<file path="config.mk">
export PLATFORM = sky130hd
export DESIGN_NAME = ex_alu_stage
export DESIGN_NICKNAME = d
export VERILOG_FILES = /design/src/rtl/alu_defs.sv /design/src/rtl/cla_carry_unit.sv /design/src/rtl/ex_alu_stage.sv
export SDC_FILE = /design/constraint.sdc
export NUM_CORES = 1
export LEC_CHECK = 0
export BUFFER_PORTS_ARGS = -buffer_cell sky130_fd_sc_hd__buf_2
export CORE_UTILIZATION = 25
export CTS_BUF_LIST = sky130_fd_sc_hd__clkbuf_4 sky130_fd_sc_hd__clkbuf_8 sky130_fd_sc_hd__clkbuf_16
export CTS_CLUSTER_DIAMETER = 150
export DETAILED_ROUTE_END_ITERATION = 12
export GPL_TIMING_DRIVEN = 1
export PLACE_DENSITY = 0.54
export SETUP_SLACK_MARGIN = 0.15
export SLEW_MARGIN = 20
export SYNTH_ARGS = -nofsm -noshare
export SYNTH_HDL_FRONTEND = slang
export SYNTH_SLANG_ARGS = --single-unit
</file>
<file path="constraint.sdc">
create_clock -name clk -period 1.1 [get_ports clk]
set_input_delay 0.055 -clock clk [delete_from_list [all_inputs] [get_ports clk]]
set_output_delay 0.055 -clock clk [all_outputs]
set_load 0.02 [all_outputs]
</file>
<file path="src/rtl/alu_defs.sv">
// alu_defs: ALU op encodings and slice width shared by the execute stage.
package alu_defs;
  localparam int SLICE_W = 4;
  localparam logic [2:0] ALU_AND  = 3'b000;
  localparam logic [2:0] ALU_OR   = 3'b001;
  localparam logic [2:0] ALU_ADD  = 3'b010;
  localparam logic [2:0] ALU_SUB  = 3'b110;
  localparam logic [2:0] ALU_SLT  = 3'b111;
  localparam logic [2:0] ALU_ANDN = 3'b100;
  localparam logic [2:0] ALU_ORN  = 3'b101;
endpackage

</file>
<file path="src/rtl/cla_carry_unit.sv">
// cla_carry_unit: per-slice carry-ins from slice generate/propagate and c0.
module cla_carry_unit #(
  parameter int N = 8
) (
  input  logic [N-1:0] g_i,
  input  logic [N-1:0] p_i,
  input  logic         c0_i,
  output logic [N-1:0] c_o
);
  logic carry;
  always_comb begin
    c_o = '0;
    carry = c0_i;
    for (int k = 0; k < N; k++) begin
      c_o[k] = carry;
      carry = g_i[k] | (p_i[k] & carry);
    end
  end
endmodule

</file>
<file path="src/rtl/ex_alu_stage.sv">
// ex_alu_stage: sliced ALU with lookahead carries, SLT/overflow/trap logic,
// registered into the EX/MEM pipeline register with stall and flush.
module ex_alu_stage
  import alu_defs::*;
#(
  parameter int WIDTH  = 32,
  parameter int REG_AW = 5
) (
  input  logic              clk,
  input  logic              rst_n,
  input  logic              id_valid,
  input  logic [WIDTH-1:0]  id_a,
  input  logic [WIDTH-1:0]  id_b,
  input  logic [2:0]        id_op,
  input  logic [WIDTH-1:0]  id_store_data,
  input  logic [REG_AW-1:0] id_rd,
  input  logic              id_reg_write,
  input  logic              id_mem_read,
  input  logic              id_mem_write,
  input  logic              id_trap_ovf,
  input  logic              ex_stall,
  input  logic              ex_flush,
  output logic              ex_valid,
  output logic [WIDTH-1:0]  ex_result,
  output logic              ex_zero,
  output logic              ex_overflow,
  output logic              ex_ovf_exc,
  output logic [WIDTH-1:0]  ex_store_data,
  output logic [REG_AW-1:0] ex_rd,
  output logic              ex_reg_write,
  output logic              ex_mem_read,
  output logic              ex_mem_write
);
  localparam int N = WIDTH / SLICE_W;

  logic [N-1:0]      slice_g, slice_p, slice_cin;
  logic [WIDTH-1:0]  slice_res;
  logic              set_msb, ovf_msb;

  cla_carry_unit #(.N(N)) u_cla (
    .g_i (slice_g),
    .p_i (slice_p),
    .c0_i(id_op[2]),
    .c_o (slice_cin)
  );

  for (genvar k = 0; k < N; k++) begin : g_slice
    logic [3:0] a4, b4, gv, pv, s4;
    logic       carry;
    assign a4 = id_a[SLICE_W*k +: SLICE_W];
    assign b4 = id_b[SLICE_W*k +: SLICE_W] ^ {SLICE_W{id_op[2]}};
    assign gv = a4 & b4;
    assign pv = a4 ^ b4;
    assign slice_g[k] = gv[3] | (pv[3] & (gv[2] | (pv[2] & (gv[1] | (pv[1] & gv[0])))));
    assign slice_p[k] = &pv;
    always_comb begin
      s4 = '0;
      carry = slice_cin[k];
      for (int i = 0; i < SLICE_W; i++) begin
        s4[i] = pv[i] ^ carry;
        carry = gv[i] | (pv[i] & carry);
      end
    end
    assign slice_res[SLICE_W*k +: SLICE_W] = (id_op[1:0] == 2'b00) ? gv :
                                             (id_op[1:0] == 2'b01) ? (a4 | b4) :
                                             (id_op[1:0] == 2'b10) ? s4 : 4'b0000;
    if (k == N - 1) begin : g_msb
      assign set_msb = s4[3];
      assign ovf_msb = (a4[3] == b4[3]) & (s4[3] != a4[3]);
    end
  end

  logic [WIDTH-1:0] result_d;
  logic             ovf_d, exc_d;

  // SLT compares the true sign: raw sign bit corrected by signed overflow
  assign result_d = (id_op == ALU_SLT) ? {{(WIDTH-1){1'b0}}, set_msb ^ ovf_msb} : slice_res;
  assign ovf_d    = ((id_op == ALU_ADD) || (id_op == ALU_SUB)) & ovf_msb;
  assign exc_d    = id_valid & id_trap_ovf & ovf_d;

  logic              valid_q, zero_q, ovf_q, exc_q, rw_q, mr_q, mw_q;
  logic [WIDTH-1:0]  result_q, store_q;
  logic [REG_AW-1:0] rd_q;

  always_ff @(posedge clk or negedge rst_n) begin
    if (!rst_n) begin
      valid_q  <= 1'b0;
      result_q <= '0;
      zero_q   <= 1'b0;
      ovf_q    <= 1'b0;
      exc_q    <= 1'b0;
      store_q  <= '0;
      rd_q     <= '0;
      rw_q     <= 1'b0;
      mr_q     <= 1'b0;
      mw_q     <= 1'b0;
    end else if (ex_flush) begin
      valid_q <= 1'b0;
      exc_q   <= 1'b0;
      rw_q    <= 1'b0;
      mr_q    <= 1'b0;
      mw_q    <= 1'b0;
    end else if (!ex_stall) begin
      valid_q  <= id_valid;
      result_q <= result_d;
      zero_q   <= (result_d == '0);
      ovf_q    <= ovf_d;
      exc_q    <= exc_d;
      store_q  <= id_store_data;
      rd_q     <= id_rd;
      rw_q     <= id_valid & id_reg_write & ~exc_d;
      mr_q     <= id_valid & id_mem_read & ~exc_d;
      mw_q     <= id_valid & id_mem_write & ~exc_d;
    end
  end

  assign ex_valid      = valid_q;
  assign ex_result     = result_q;
  assign ex_zero       = zero_q;
  assign ex_overflow   = ovf_q;
  assign ex_ovf_exc    = exc_q;
  assign ex_store_data = store_q;
  assign ex_rd         = rd_q;
  assign ex_reg_write  = rw_q;
  assign ex_mem_read   = mr_q;
  assign ex_mem_write  = mw_q;
endmodule

</file>
Word-level counts from Yosys, hierarchy flattened
Cells that the tools add are included.
{"block": "classes", "n_eq_ne": 8, "muxes": 35, "bitwise": 182, "n_reduce_logical": 11}
{"operator": "2-to-1 mux 4 bit", "count": 24}
{"operator": "XOR 4 bit", "count": 16}
{"operator": "bitwise AND 1 bit", "count": 62}
{"operator": "bitwise OR 1 bit", "count": 52}
{"operator": "XOR 1 bit", "count": 33}
{"operator": "bitwise AND 4 bit", "count": 8}
{"operator": "logical NOT 32 bit", "count": 1}
{"operator": "2-to-1 mux 32 bit", "count": 1}
{"operator": "bitwise OR 4 bit", "count": 8}
{"operator": "AND reduction 4 bit", "count": 7}
{"operator": "2-to-1 mux 1 bit", "count": 10}
{"operator": "== test 3 bit (second input constant)", "count": 2}
{"operator": "== test 3 x 2 -> 1 bit (second input constant)", "count": 1}
{"operator": "NOT 1 bit", "count": 3}
{"operator": "== test 2 x 1 -> 1 bit (second input constant)", "count": 1}
{"operator": "== test 2 bit (second input constant)", "count": 1}
{"operator": "logical NOT 2 bit", "count": 1}
{"operator": "inequality test 2 x 1 -> 1 bit (second input constant)", "count": 1}
{"operator": "AND reduction 2 bit", "count": 1}
{"operator": "== test 1 bit", "count": 1}
{"operator": "logical OR 1 bit", "count": 1}
{"operator": "inequality test 1 bit", "count": 1}
{"block": "word_totals", "ff_bits": 76, "input_bits": 113, "out_inout_bits": 76, "elab_cells": 246}

Logic depth before layout (Yosys ltp)
{"block": "logic_depth", "word_depth": 36, "depth_mapped": 23, "depth_no_buf": 21}

By module
From an unflattened synthesis, not the netlist that was laid out.
{"block": "unflattened", "hier_cells": 585, "area_unflattened_um2": 5923.2}
{"mod": "ex_alu_stage", "n_inst": 1, "cells_per_inst": 568, "area_per_inst_um2": 5805.6, "seq_area_each_um2": 1901.8}
{"mod": "cla_carry_unit", "n_inst": 1, "cells_per_inst": 17, "area_per_inst_um2": 117.6, "seq_area_each_um2": 0.0}

Worst setup path before layout
Ideal clock, no wire load.
{"block": "synth_path", "path_type": "in2reg", "startpoint": "input id_op[2]", "endpoint": "register mr_q (netlist: ex_mem_read)", "setup_time_ns": 0.121, "t_arrival_ns": 4.604, "t_required_ns": 0.979, "setup_slack_ns": -3.625, "stages": 22, "n_path_buf": 2, "cell_sequence": "buf_2 > buf_2 > xor2_1 > inv_1 > ha_1 > a21oi_1 > nand2_1 > a221oi_1 > o21ai_1 > a21oi_1 > inv_1 > a21o_1 > fa_1 > fa_1 > fa_1 > inv_1 > fa_1 > xnor2_1 > and4_1 > nor2_1 > a22oi_1 > nor2_1"}
{"block": "synth_via", "elab_chain_cells": 36, "word_cells_on_any_way": 106, "cone_classes": "4 x eq/ne; 2 x mux; 92 x bitwise; 8 x reduce/logical"}
{"element": "start: declaration", "line_no": "ex_alu_stage.sv:14", "source": "input logic [2:0] id_op,"}
{"element": "XOR 4 bit", "line_no": "ex_alu_stage.sv:51", "source": "assign b4 = id_b[SLICE_W*k +: SLICE_W] ^ {SLICE_W{id_op[2]}};"}
{"element": "XOR 4 bit or bitwise AND 4 bit (tied branches)", "line_no": "ex_alu_stage.sv:53, ex_alu_stage.sv:52"}
{"element": "bitwise AND 1 bit", "line_no": "ex_alu_stage.sv:54", "source": "assign slice_g[k] = gv[3] | (pv[3] & (gv[2] | (pv[2] & (gv[1] | (pv[1] & gv[0])))));"}
{"element": "bitwise OR 1 bit", "line_no": "ex_alu_stage.sv:54"}
{"element": "bitwise AND 1 bit", "line_no": "ex_alu_stage.sv:54"}
{"element": "bitwise OR 1 bit", "line_no": "ex_alu_stage.sv:54"}
{"element": "bitwise AND 1 bit", "line_no": "ex_alu_stage.sv:54"}
{"element": "bitwise OR 1 bit", "line_no": "ex_alu_stage.sv:54"}
{"element": "[... 20 more ...]"}
{"element": "inequality test 1 bit", "line_no": "ex_alu_stage.sv:69", "source": "assign ovf_msb = (a4[3] == b4[3]) & (s4[3] != a4[3]);"}
{"element": "bitwise AND 1 bit", "line_no": "ex_alu_stage.sv:69"}
{"element": "bitwise AND 1 bit *", "line_no": "ex_alu_stage.sv:78", "source": "assign ovf_d = ((id_op == ALU_ADD) || (id_op == ALU_SUB)) & ovf_msb;"}
{"element": "bitwise AND 1 bit *", "line_no": "ex_alu_stage.sv:79", "source": "assign exc_d = id_valid & id_trap_ovf & ovf_d;"}
{"element": "NOT 1 bit *", "line_no": "ex_alu_stage.sv:112", "source": "mr_q <= id_valid & id_mem_read & ~exc_d;"}
{"element": "bitwise AND 1 bit *", "line_no": "ex_alu_stage.sv:112"}
{"element": "2-to-1 mux 1 bit *", "line_no": "ex_alu_stage.sv:103", "source": "end else if (!ex_stall) begin"}
{"element": "2-to-1 mux 1 bit *", "line_no": "ex_alu_stage.sv:97", "source": "end else if (ex_flush) begin"}
{"element": "end signal: assignment", "line_no": "ex_alu_stage.sv:112"}
{"element": "end: declaration", "line_no": "ex_alu_stage.sv:81", "source": "logic valid_q, zero_q, ovf_q, exc_q, rw_q, mr_q, mw_q;"}
Every way passes the cells marked *; elsewhere a longest branch is shown, timed or not. The select of a mux whose other input is x is not followed.
A chain may end at the register's enable or synchronous reset.

Worst setup path in the final report
Same ends and word-level chain as after synthesis.

==> results.json <==
{
  "post-synth-top-area-fraction_pct": 32.8,
  "cp.arrival_ns": 4.32,
  "clkSlewWorstSetupHoldPaths_ns": 0.06,
  "num_rows": 55,
  "critPathBufInv": 6,
  "grt_antenna_before_repair": 0,
  "grtUsageMet3_pct": 2.83,
  "total_power_w": 0.0120,
  "fraction_of_final_layout_cells_sized_beyond_drive_strength_1_pct": 48.5,
  "hold-path-cell-count": 3,
  "critical_path.endpoint_type": "register",
  "groute.layer.met1.usage_pct": 19.6,
  "syn_nets": 853,
  "failed_checks": "negative setup slack",
  "first_iter_violations": 300,
  "layout-area-overhead-vs-synth_pct": 72.7,
  "track_usage_pct": 15.4,
  "critical_path_class": "in2reg",
  "final-hold-violation-count": 0,
  "drt_wl_total_mm": 18.4,
  "timing.critical_path.cells": "buf_12, buf_12, buf_6, xor2_2, inv_1, ha_1, and4_4, a221oi_4, o21ai_2, a21oi_2, inv_1, a21o_1, fa_2, fa_2, fa_2, inv_2, fa_2, xnor2_2, and4_4, nor2_4, a22oi_2, nor2_1",
  "post_synth_main_area_contributors": "sky130_fd_sc_hd__dfrtp_1 33%, sky130_fd_sc_hd__ha_1 14%, sky130_fd_sc_hd__nand2_1 12%, sky130_fd_sc_hd__fa_1 8.3%, sky130_fd_sc_hd__xor2_1 4.8%",
  "average_size_of_a_mapped_cell_um2": 8.88,
  "min_from": "ex_flush",
  "io_pins": 189,
  "grt_max_degree": 77,
  "globalplace.congestion": 0.791,
  "drt.antenna.violating_nets": 0,
  "final_critical_path_setup_slack_ns": -3.00,
  "switching_share_pct": 33.2,
  "r2r_start": "ex_mem_read",
  "die_h_um": 154,
  "postSynth.asyncResetShare_pct": 100,
  "chipWidth_um": 154,
  "synthesis.area_um2": 5790,
  "post-place-ws_ns": -3.67,
  "yosys_warnings": 0,
  "floorplan.die_area_um2": 23800,
  "drt-vias-per-instance": 4.25,
  "cts.sink_count": 76,
  "globalRoute.busiestLayer": "met2",
  "num_vias": 5644,
  "synth_common_cells": "188 x sky130_fd_sc_hd__nand2_1, 76 x sky130_fd_sc_hd__dfrtp_1, 70 x sky130_fd_sc_hd__inv_1",
  "r2r_cells": 3,
  "yosysSeqAreaShare_pct": 32.8,
  "drc_markers": 0,
  "final_period_minus_worst_setup_slack_ns": 4.10,
  "timing.max_cap.violations": 0,
  "ys_ff_latch": 76,
  "first_pass_grt_wire_length_mm": 28.7,
  "max-slew-margin-rel_pct": 71.9,
  "count_of_buffers_from_port_buffering": 188,
  "maxClockFrequency_ghz": 0.244,
  "initial_core_util_pct": 25.5,
  "antenna_cells_inserted": 0,
  "rr_endpoint": "ex_mem_read",
  "finalSetupViolCount": 38,
  "critical_path.max_stage_delay_ns": 0.47,
  "max-clock-path-buffers": 2,
  "floorplan.core_area_um2": 22700,
  "wire_per_inst_um": 13.9,
  "cts_root_buffer": "sky130_fd_sc_hd__clkbuf_16",
  "grt_pass1_vias": 5676,
  "gr-total-overflow": 0,
  "fin_crit_sh_pct": 373,
  "power_density_nw_per_um2": 1200,
  "netlist.top_cell.by_area": "sky130_fd_sc_hd__dfrtp_1",
  "crit_family": "adder cells",
  "seq_power_share_pct": 28.5,
  "hpwl_mm": 14.2,
  "final_nets": 1239,
  "p_comb_share_pct": 45.5,
  "synth_most_common_cell": "sky130_fd_sc_hd__nand2_1",
  "slowest_stage": "sky130_fd_sc_hd__fa_2",
  "nFillCells": 2220,
  "power_leakage_nw": 5.28,
  "run_status": "finished, violations left",
  "holdPathEnd": "ex_reg_write",
  "synth-main-ff-cell": "sky130_fd_sc_hd__dfrtp_1",
  "min-delay-path-class": "in2reg",
  "ff2ff_setup_slack_ns": 0.23,
  "drt_pre_antenna_iters": 4,
  "synth-edff-count": 0,
  "worst_margin_pin_slew_ns": 0.422,
  "timing.final.max_slew_violations": 0,
  "critical-path-top-cell-by-count": "sky130_fd_sc_hd__fa_2",
  "switchingPower_w": 0.00399,
  "worst-endpoint-required_ns": 1.31,
  "cts_tree": "yes",
  "clkLatencyLatePin_ns": 0.32,
  "intPower_w": 0.00805,
  "timing.clock.skew_ns": 0,
  "clockPowerShare_pct": 26.1,
  "cts_made_buffers": 9,
  "post_synth_inst_count": 652,
  "grt_use_met2_pct": 26.6,
  "startpoint_type": "input pin",
  "largest_driver_fanout_on_the_critical_path": 5,
  "clock_tree.htree_level_count": 3,
  "yosys.cell_types.count": 42,
  "max-vdd-ir-drop_mv": 0.559,
  "rsz0062_at_grt": "yes"
}
## registers in the layout (all words and copies together), names as in the netlist
register       cells
ex_ovf_exc         1
ex_reg_write       1
ex_zero            1
ex_overflow        1
ex_mem_write       1
ex_valid           1
ex_rd              5
ex_mem_read        1
ex_result         32
ex_store_data     32
## logic make-up (layout without fill, tap and decap cells)
logic type | count (synthesis) | in the layout | synth area share [%]
xor gates and xnor gates | 40 | 40 | 6.05
buffers and inverters | 103 | 494 | 7.97
and+or+nand+nor | 227 | 227 | 16.2
muxes | 24 | 24 | 4.17
AOI/OAI and AO/OA | 94 | 94 | 10.6
adders and majority gates | 88 | 88 | 22.1
DFF | 76 | 76 | 32.8
## layout by cell type (no fill, tap or decap), types with 3 or more instances in the layout
cell	count
sky130_fd_sc_hd__xor2_1	17
sky130_fd_sc_hd__xnor2_1	5
sky130_fd_sc_hd__a21o_1	9
sky130_fd_sc_hd__o21ai_2	12
sky130_fd_sc_hd__nand2_1	178
sky130_fd_sc_hd__xnor2_2	3
sky130_fd_sc_hd__buf_2	140
sky130_fd_sc_hd__dlygate4sd3_1	41
sky130_fd_sc_hd__inv_1	65
sky130_fd_sc_hd__nand3_1	6
sky130_fd_sc_hd__dfrtp_1	76
sky130_fd_sc_hd__inv_2	5
sky130_fd_sc_hd__o21ai_1	14
sky130_fd_sc_hd__buf_6	46
sky130_fd_sc_hd__xor2_2	12
sky130_fd_sc_hd__nor2_1	10
sky130_fd_sc_hd__xor2_4	3
sky130_fd_sc_hd__nand4_1	7
sky130_fd_sc_hd__a21oi_1	4
sky130_fd_sc_hd__fa_2	22
sky130_fd_sc_hd__buf_12	7
sky130_fd_sc_hd__ha_1	53
sky130_fd_sc_hd__clkbuf_16	9
sky130_fd_sc_hd__a21oi_2	7
sky130_fd_sc_hd__o22ai_2	15
sky130_fd_sc_hd__mux2i_2	3
sky130_fd_sc_hd__ha_4	10
sky130_fd_sc_hd__buf_4	173
sky130_fd_sc_hd__o22a_1	12
sky130_fd_sc_hd__o21ai_0	6
sky130_fd_sc_hd__nand2_2	10
sky130_fd_sc_hd__clkinv_2	3
sky130_fd_sc_hd__mux2i_1	20
## layer usage
layer / routed length, um / up-vias / part of all wire (%)
li1: - / 2864 / -
met1: 8510 / 2606 / 46
met2: 8710 / 162 / 47
met3: 994 / 12 / 5.4
met4: 201 / 0 / 1.1
met5: 0 / - / 0
## worst max-delay path by stage
stage / start / endpoint / slack [ns] / cells past startpoint
final: id_op[2] / ex_mem_read / -3.00 / 22
after global routing: id_op[2] / ex_ovf_exc / -3.20 / 23
after CTS: id_op[2] / ex_mem_read / -2.98 / 22
after detailed placement: id_op[2] / ex_mem_write / -3.67 / 21
after global placement: id_op[2] / ex_ovf_exc / -3.60 / 23
after floorplan: id_op[2] / ex_mem_read / -3.17 / 22
## power groups by stage
| stage | combinational, W | clock (W) | sequential, W |
|---|---|---|---|
| 4_1_cts | 0.00503 | 0.00325 | 0.00341 |
| 3_5_place_dp | 0.00438 | 0 | 0.00344 |
| 2_1_floorplan | 0.00191 | 0 | 0.00391 |
| 3_3_place_gp | 0.00434 | 0 | 0.00342 |
| 6_report | 0.00548 | 0.00314 | 0.00343 |
| 5_1_grt | 0.00598 | 0.00336 | 0.00347 |
## tightest hold or removal path: stages
cell and delay (ns):
sky130_fd_sc_hd__buf_2 0.11, sky130_fd_sc_hd__buf_4 0.14, sky130_fd_sc_hd__nor2_1 0.04
## per-stage QoR
step	TNS (ns)	hold WS [ns]	instances	instance area (um^2)	util, %
2_1_floorplan	-78.17	-0.241	652	6090	-
3_3_place_gp	-96.81	0.111	1234	8210	36.2
3_5_place_dp	-98.16	0.111	1234	8210	36.2
4_1_cts	-75.08	0.0461	1308	9540	42.0
5_1_grt	-82.76	0.0546	1328	10000	44.0
6_report	-77.09	0.0624	1328	10000	44.0
## final cells by class
cell class	instances	area [um^2]	share of cell area, %
clock inverters	5	75.1	0.750
clock buffers	11	246	2.46
inverters	70	263	2.63
flip-flops and latches	76	1900	19.0
well taps	285	357	3.56
repair buffers	408	3100	30.9
multi-input cells	473	4070	40.6
## timing repair
item / CTS / global route
setup buffers: 16 / 20
endpoints found under the hold margin: 116 / 0
cloned: 1 / 0
hold buffers: 41 / 0
gates resized for setup: 128 / 91
setup endpoints to repair: 60 / 76
pin swaps: 54 / 25
(Power assumes the default switching activity.)
